`src/rtl/dmem_arbiter.sv`:
```
// Arbitrates the single-ported data memory between the core load/store port and
// the read-only debug port. One transaction is outstanding at a time.
module dmem_arbiter #(
  parameter int XLEN           = 32,
  parameter int DEPTH_WORDS    = 1024,
  parameter int MAX_CORE_BURST = 4
) (
  input  logic            clk_i,
  input  logic            rstn_i,
  input  logic            core_req_i,
  input  logic            core_we_i,
  input  logic [XLEN-1:0] core_addr_i,
  input  logic [XLEN-1:0] core_wdata_i,
  output logic            core_gnt_o,
  output logic            core_rvalid_o,
  output logic [XLEN-1:0] core_rdata_o,
  output logic            core_err_o,
  input  logic            dbg_req_i,
  input  logic [XLEN-1:0] dbg_addr_i,
  output logic            dbg_gnt_o,
  output logic            dbg_rvalid_o,
  output logic [XLEN-1:0] dbg_rdata_o,
  output logic            dbg_err_o,
  output logic            mem_req_o,
  output logic            mem_we_o,
  output logic [XLEN-1:0] mem_addr_o,
  output logic [XLEN-1:0] mem_wdata_o,
  input  logic            mem_gnt_i,
  input  logic            mem_rvalid_i,
  input  logic [XLEN-1:0] mem_rdata_i
);

  localparam int              CW        = $clog2(MAX_CORE_BURST + 1);
  localparam logic [CW-1:0]   BURST_MAX = CW'(MAX_CORE_BURST);
  localparam logic [XLEN-1:0] DEPTH_LIM = XLEN'(DEPTH_WORDS);

  typedef enum logic [1:0] {IDLE, WAIT_MEM, ERR_RSP} state_e;

  state_e          state_q, state_d;
  logic [CW-1:0]   burst_cnt_q, burst_cnt_d;
  logic            owner_dbg_q, owner_dbg_d;
  logic            owner_we_q, owner_we_d;
  logic            core_rvalid_q, core_rvalid_d;
  logic            core_err_q, core_err_d;
  logic [XLEN-1:0] core_rdata_q, core_rdata_d;
  logic            dbg_rvalid_q, dbg_rvalid_d;
  logic            dbg_err_q, dbg_err_d;
  logic [XLEN-1:0] dbg_rdata_q, dbg_rdata_d;

  logic            is_idle;
  logic            any_req;
  logic            sel_dbg;
  logic [XLEN-1:0] win_addr;
  logic            win_legal;
  logic            grant;
  logic [XLEN-1:0] rsp_data;

  // Gating with rstn_i keeps grants and memory requests low while reset is held.
  assign is_idle   = (state_q == IDLE) && rstn_i;
  assign any_req   = core_req_i || dbg_req_i;
  assign sel_dbg   = dbg_req_i && (!core_req_i || (burst_cnt_q == BURST_MAX));
  assign win_addr  = sel_dbg ? dbg_addr_i : core_addr_i;
  assign win_legal = (win_addr[1:0] == 2'b00) && ((win_addr >> 2) < DEPTH_LIM);
  // Illegal accesses are accepted locally without a memory handshake.
  assign grant     = is_idle && any_req && (win_legal ? mem_gnt_i : 1'b1);

  assign mem_req_o   = is_idle && any_req && win_legal;
  assign mem_we_o    = mem_req_o && !sel_dbg && core_we_i;
  assign mem_addr_o  = mem_req_o ? win_addr : '0;
  assign mem_wdata_o = (mem_req_o && !sel_dbg) ? core_wdata_i : '0;

  assign core_gnt_o = grant && !sel_dbg;
  assign dbg_gnt_o  = grant && sel_dbg;

  assign core_rvalid_o = core_rvalid_q;
  assign core_rdata_o  = core_rdata_q;
  assign core_err_o    = core_err_q;
  assign dbg_rvalid_o  = dbg_rvalid_q;
  assign dbg_rdata_o   = dbg_rdata_q;
  assign dbg_err_o     = dbg_err_q;

  assign rsp_data = owner_we_q ? '0 : mem_rdata_i;

  always_comb begin
    state_d       = state_q;
    burst_cnt_d   = burst_cnt_q;
    owner_dbg_d   = owner_dbg_q;
    owner_we_d    = owner_we_q;
    core_rvalid_d = 1'b0;
    core_err_d    = 1'b0;
    core_rdata_d  = '0;
    dbg_rvalid_d  = 1'b0;
    dbg_err_d     = 1'b0;
    dbg_rdata_d   = '0;

    case (state_q)
      IDLE: begin
        if (grant) begin
          owner_dbg_d = sel_dbg;
          owner_we_d  = !sel_dbg && core_we_i;
          if (sel_dbg || !dbg_req_i) begin
            burst_cnt_d = '0;
          end else if (burst_cnt_q != BURST_MAX) begin
            burst_cnt_d = burst_cnt_q + CW'(1);
          end
          if (win_legal) begin
            state_d = WAIT_MEM;
          end else begin
            // Error response goes out next cycle while ERR_RSP holds off new grants.
            state_d = ERR_RSP;
            if (sel_dbg) begin
              dbg_rvalid_d = 1'b1;
              dbg_err_d    = 1'b1;
            end else begin
              core_rvalid_d = 1'b1;
              core_err_d    = 1'b1;
            end
          end
        end
      end
      WAIT_MEM: begin
        if (mem_rvalid_i) begin
          state_d = IDLE;
          if (owner_dbg_q) begin
            dbg_rvalid_d = 1'b1;
            dbg_rdata_d  = rsp_data;
          end else begin
            core_rvalid_d = 1'b1;
            core_rdata_d  = rsp_data;
          end
        end
      end
      ERR_RSP: state_d = IDLE;
      default: state_d = IDLE;
    endcase
  end

  always_ff @(posedge clk_i or negedge rstn_i) begin
    if (!rstn_i) begin
      state_q       <= IDLE;
      burst_cnt_q   <= '0;
      owner_dbg_q   <= 1'b0;
      owner_we_q    <= 1'b0;
      core_rvalid_q <= 1'b0;
      core_err_q    <= 1'b0;
      core_rdata_q  <= '0;
      dbg_rvalid_q  <= 1'b0;
      dbg_err_q     <= 1'b0;
      dbg_rdata_q   <= '0;
    end else begin
      state_q       <= state_d;
      burst_cnt_q   <= burst_cnt_d;
      owner_dbg_q   <= owner_dbg_d;
      owner_we_q    <= owner_we_d;
      core_rvalid_q <= core_rvalid_d;
      core_err_q    <= core_err_d;
      core_rdata_q  <= core_rdata_d;
      dbg_rvalid_q  <= dbg_rvalid_d;
      dbg_err_q     <= dbg_err_d;
      dbg_rdata_q   <= dbg_rdata_d;
    end
  end

endmodule
```
`config.mk`:
```
export PLATFORM = sky130hd
export DESIGN_NAME = dmem_arbiter
export DESIGN_NICKNAME = d
export VERILOG_FILES = /design/src/rtl/dmem_arbiter.sv
export SDC_FILE = /design/constraint.sdc
export NUM_CORES = 1
export LEC_CHECK = 0
export ABC_AREA = 1
export CORE_MARGIN = 4
export CORE_UTILIZATION = 36
export CTS_BUF_LIST = sky130_fd_sc_hd__clkbuf_2
export CTS_CLUSTER_DIAMETER = 100
export DETAILED_ROUTE_END_ITERATION = 16
export PLACE_DENSITY_LB_ADDON = 0.12
export REMOVE_ABC_BUFFERS = 1
export SYNTH_ARGS = -nofsm -noshare
export SYNTH_HDL_FRONTEND = slang
export SYNTH_SLANG_ARGS = --single-unit
export TNS_END_PERCENT = 100
```
`constraint.sdc`:
```
create_clock -name clk_i -period 2.8 [get_ports clk_i]
set_input_delay 0.42 -clock clk_i [delete_from_list [all_inputs] [get_ports clk_i]]
set_output_delay 0.42 -clock clk_i [all_outputs]
set_load 0.01 [all_outputs]
```
==> flow_metrics.py <==
metrics = {
    "worst_setup_path": {
        "criticalPathCategory": "flop to primary output",
        "cp.required_ns": 2.38,
        "worstPathMaxFanout": 7,
        "start_kind": "flop",
        "endpoint_kind": "primary output",
        "cp_data_arrival_time_ns": 2.81,
        "reg2reg_from": "burst_cnt_q[1]$_DFFE_PN0P_",
        "cp-startpoint": "burst_cnt_q[1]$_DFFE_PN0P_",
    },
    "power_and_ir_drop": {
        "p_sw_frac": 0.2701,
        "power.density_nw_per_um2": 331.6,
        "irDropWorstVdd_v": 0.0002070,
        "clockPowerShare": 0.300,
        "seqPwrFrac": 0.484,
        "p_comb_frac": 0.215,
        "leakage_nw": 3.530,
        "power.net_switching_mw": 0.6135,
        "fin_total_pwr_mw": 2.272,
        "p_int_mw": 1.658,
    },
    "yosys": {
        "synth_edf_count": 0,
        "ys_seq_elements": 75,
        "seq_area_frac_synth": 0.4894,
        "syn_avg_cell_area_um2": 7.747,
        "synth.cell_area_um2": 3835,
        "synth.top_cell.area_share": 0.4894,
        "synth_flop_cell": "dfrtp_1",
        "synth_top_area_cell": "dfrtp_1",
        "netlist_top_cells_area": "dfrtp_1, nand2_1, nor2_1",
        "syn_inst": 495,
        "ys_warn_count": 0,
        "async_reset_ff_frac": 1.000,
        "yosys.cell_types.count": 23,
    },
    "placed_design": {
        "dp_slack_ns": -0.5665,
        "gp_congestion": 0.8834,
        "place.port_buffers": 248,
        "placed_area_um2": 6506,
        "dp_hpwl_um": 10370,
    },
    "cts": {
        "h-tree-depth": 3,
        "cts-hold-fix-buffers": 0,
        "numCtsBuffers": 9,
        "insertion_delay_ns": 0.48,
        "cts_tree": "yes",
        "cts_root_buffer": "clkbuf_2",
        "cts_max_path_buffers": 2,
        "numClockSinks": 75,
        "clk_pin_slew_ns": 0.22,
    },
    "timing": {
        "finalSetupViolCount": 46,
        "fin_ws_ns": -0.4283,
        "rsz0062_at_grt": "true",
        "maxSlewViolCount": 0,
        "worst_slew_pin_slew_ns": 1.023,
        "fin_crit_ns": 3.228,
        "clock_skew_ns": 0.02843,
        "final_hold_viol_count": 0,
        "fin_crit_sh": 1.153,
        "slew_headroom": 0.3172,
        "max_freq_ghz": 0.3098,
        "tns_ns": -16.54,
    },
    "global_route": {
        "grt_pass1_vias": 4126,
        "antenna_found_initial": 0,
        "grt_overflow_total": 0,
        "grt_max_degree": 76,
        "grt_pass1_wl_um": 20760,
        "grt_usage": 0.2102,
    },
    "cells_and_area": {
        "diodes": 0,
        "fin_util": 0.6607,
        "layout-drive-gt1-share": 0.2254,
        "fillers": 889,
        "syn2layout_area_growth_pct": 78.66,
        "fin_nets": 913,
        "multi_input_area_um2": 1693,
        "seq_area_um2": 1877,
        "stdcell_area_um2": 6852,
    },
    "route": {
        "num_vias": 4063,
        "wl_per_cell_um": 14.56,
        "viasPerCell": 4.431,
        "totalWireLength_um": 13350,
        "drt_pass1_iterations": 5,
        "ant_nets": 0,
        "drcViolationCount": 0,
        "drt_iter0_markers": 203,
    },
    "outcome": {
        "violations": "negative setup slack",
        "status": "complete, but fails checks",
    },
    "die": {
        "rows": 37,
        "initial_core_util": 0.3698,
        "fp.dieH_um": 111.2,
        "core-area_um2": 10370,
        "ios": 271,
        "die_area_um2": 12370,
        "die_x_um": 111.2,
    },
    "hold_path": {
        "hp-class": "primary input to async pin",
    },
    "run": {
        "cap_viol_max_count": 0,
    },
}
==> cell usage in the layout (no fill, tap or decap) <==
master	instances
clkinv_4	2
clkbuf_2	9
or2_2	1
a21oi_2	7
nand4_1	1
ha_2	1
nand2_8	4
nand2_4	3
nor2_2	37
buf_16	3
bufinv_16	2
nor4_4	1
dfrtp_1	75
nand3_4	2
conb_1	22
buf_6	12
ha_1	1
buf_12	3
nand2_2	6
dlymetal6s2s_1	1
nand3_1	28
nand3b_1	9
o21ai_1	1
nand2_1	119
buf_2	39
clkdlybuf4s50_1	200
nand3_2	3
nor2_4	3
o21ai_0	3
inv_2	2
inv_1	58
xnor2_1	1
nor2_1	82
a21oi_1	3
buf_4	34
inv_6	2
clkinv_1	1
==> power by group through the flow <==
stage               Combinational (mW)  Sequential, mW  Clock (mW)
floorplan                        0.157            1.12           0
global placement                 0.441            1.12           0
detailed placement               0.448            1.12           0
CTS                              0.480            1.10       0.704
global route                     0.539            1.10       0.754
finish                           0.489            1.10       0.683
==> synth_stat cells, types with 2 or more instances <==
| master | instances |
|---|---|
| a21oi_1 | 10 |
| buf_2 | 4 |
| buf_4 | 23 |
| buf_6 | 6 |
| clkbuf_1 | 12 |
| dfrtp_1 | 75 |
| ha_1 | 2 |
| inv_1 | 59 |
| nand2_1 | 127 |
| nand2_4 | 3 |
| nand3_1 | 33 |
| nand3b_1 | 9 |
| nor2_1 | 90 |
| nor2_2 | 31 |
| o21ai_0 | 3 |
==> cell families after synthesis <==
group | count (synthesis) | synth area share
buffers and inverters | 105 | 0.1383
xor gates and xnor gates | 1 | 0.002284
other | 1 | 0.0009779
and+or+nand+nor | 297 | 0.3442
adders and majority gates | 2 | 0.006524
DFF | 75 | 0.4894
AOI/OAI and AO/OA | 14 | 0.01827
==> critical path, stage by stage, from the launching register on <==
cell      delay, ns
dfrtp_1        0.43
inv_1          0.06
ha_2           0.18
nand2_4        0.07
nand2_8        0.18
buf_16         0.15
nand3b_1       0.07
nand2_1        0.08
nand2_2        0.06
inv_2          0.05
nand2_1        0.06
nor2_2         0.16
nand3_4        0.09
nor2_4         0.16
buf_6          0.11
buf_6          0.08
buf_6          0.08
buf_6          0.08
buf_6          0.08
buf_6          0.09
==> per-stage QoR <==
stage,instances,hold WS [ns]
6_report,917,0.1163
5_1_grt,917,0.1500
4_1_cts,916,0.1220
3_5_place_dp,883,0.4967
3_3_place_gp,883,0.4842
2_1_floorplan,471,0.1244
==> repair_timing <==
item                                    in CTS  in global routing
gates resized for setup                    224                 22
endpoints found under the setup margin      46                 46
pin swaps                                    3                  6
buffers inserted                            11                  1
cloned                                       6                  0
==> routing by layer <==
metal,global-route usage,share of wire,vias to the layer above
li1,-,-,1998
met1,0.2166,0.35,1838
met2,0.3896,0.53,193
met3,0.06386,0.089,34
met4,0.09165,0.035,0
met5,0,0,-
==> sequential cells by signal (all words and copies together), names as in the netlist <==
register	flops
burst_cnt_q	3
dbg_rvalid_o	1
core_rvalid_o	1
owner_we_q	1
dbg_rdata_o	32
state_q	2
core_rdata_o	32
core_err_o	1
dbg_err_o	1
owner_dbg_q	1
==> layout make-up <==
type                    instances  area share
inverters                      60     0.03287
repair buffers                292      0.4003
clock inverters                 7     0.01443
well taps                     136     0.02484
multi-input cells             338      0.2471
flip-flops and latches         75      0.2739
clock buffers                   9    0.006574
==> path summary, 6_finish.rpt <==
kind                       slack [ns]  cells past startpoint                    endpoint
min in group clk_i               0.46                      3  core_rdata_o[15]$_DFF_PN0_
hold / removal                   0.12                      2         dbg_err_o$_DFF_PN0_
setup / recovery                -0.43                     19                   mem_req_o
setup reg to reg                 0.26                     17      dbg_rvalid_o$_DFF_PN0_
hold reg to reg                  0.54                      2      owner_we_q$_DFFE_PN0P_
max in group asynchronous        2.07                      2    dbg_rdata_o[2]$_DFF_PN0_
(Power assumes the default switching activity.)
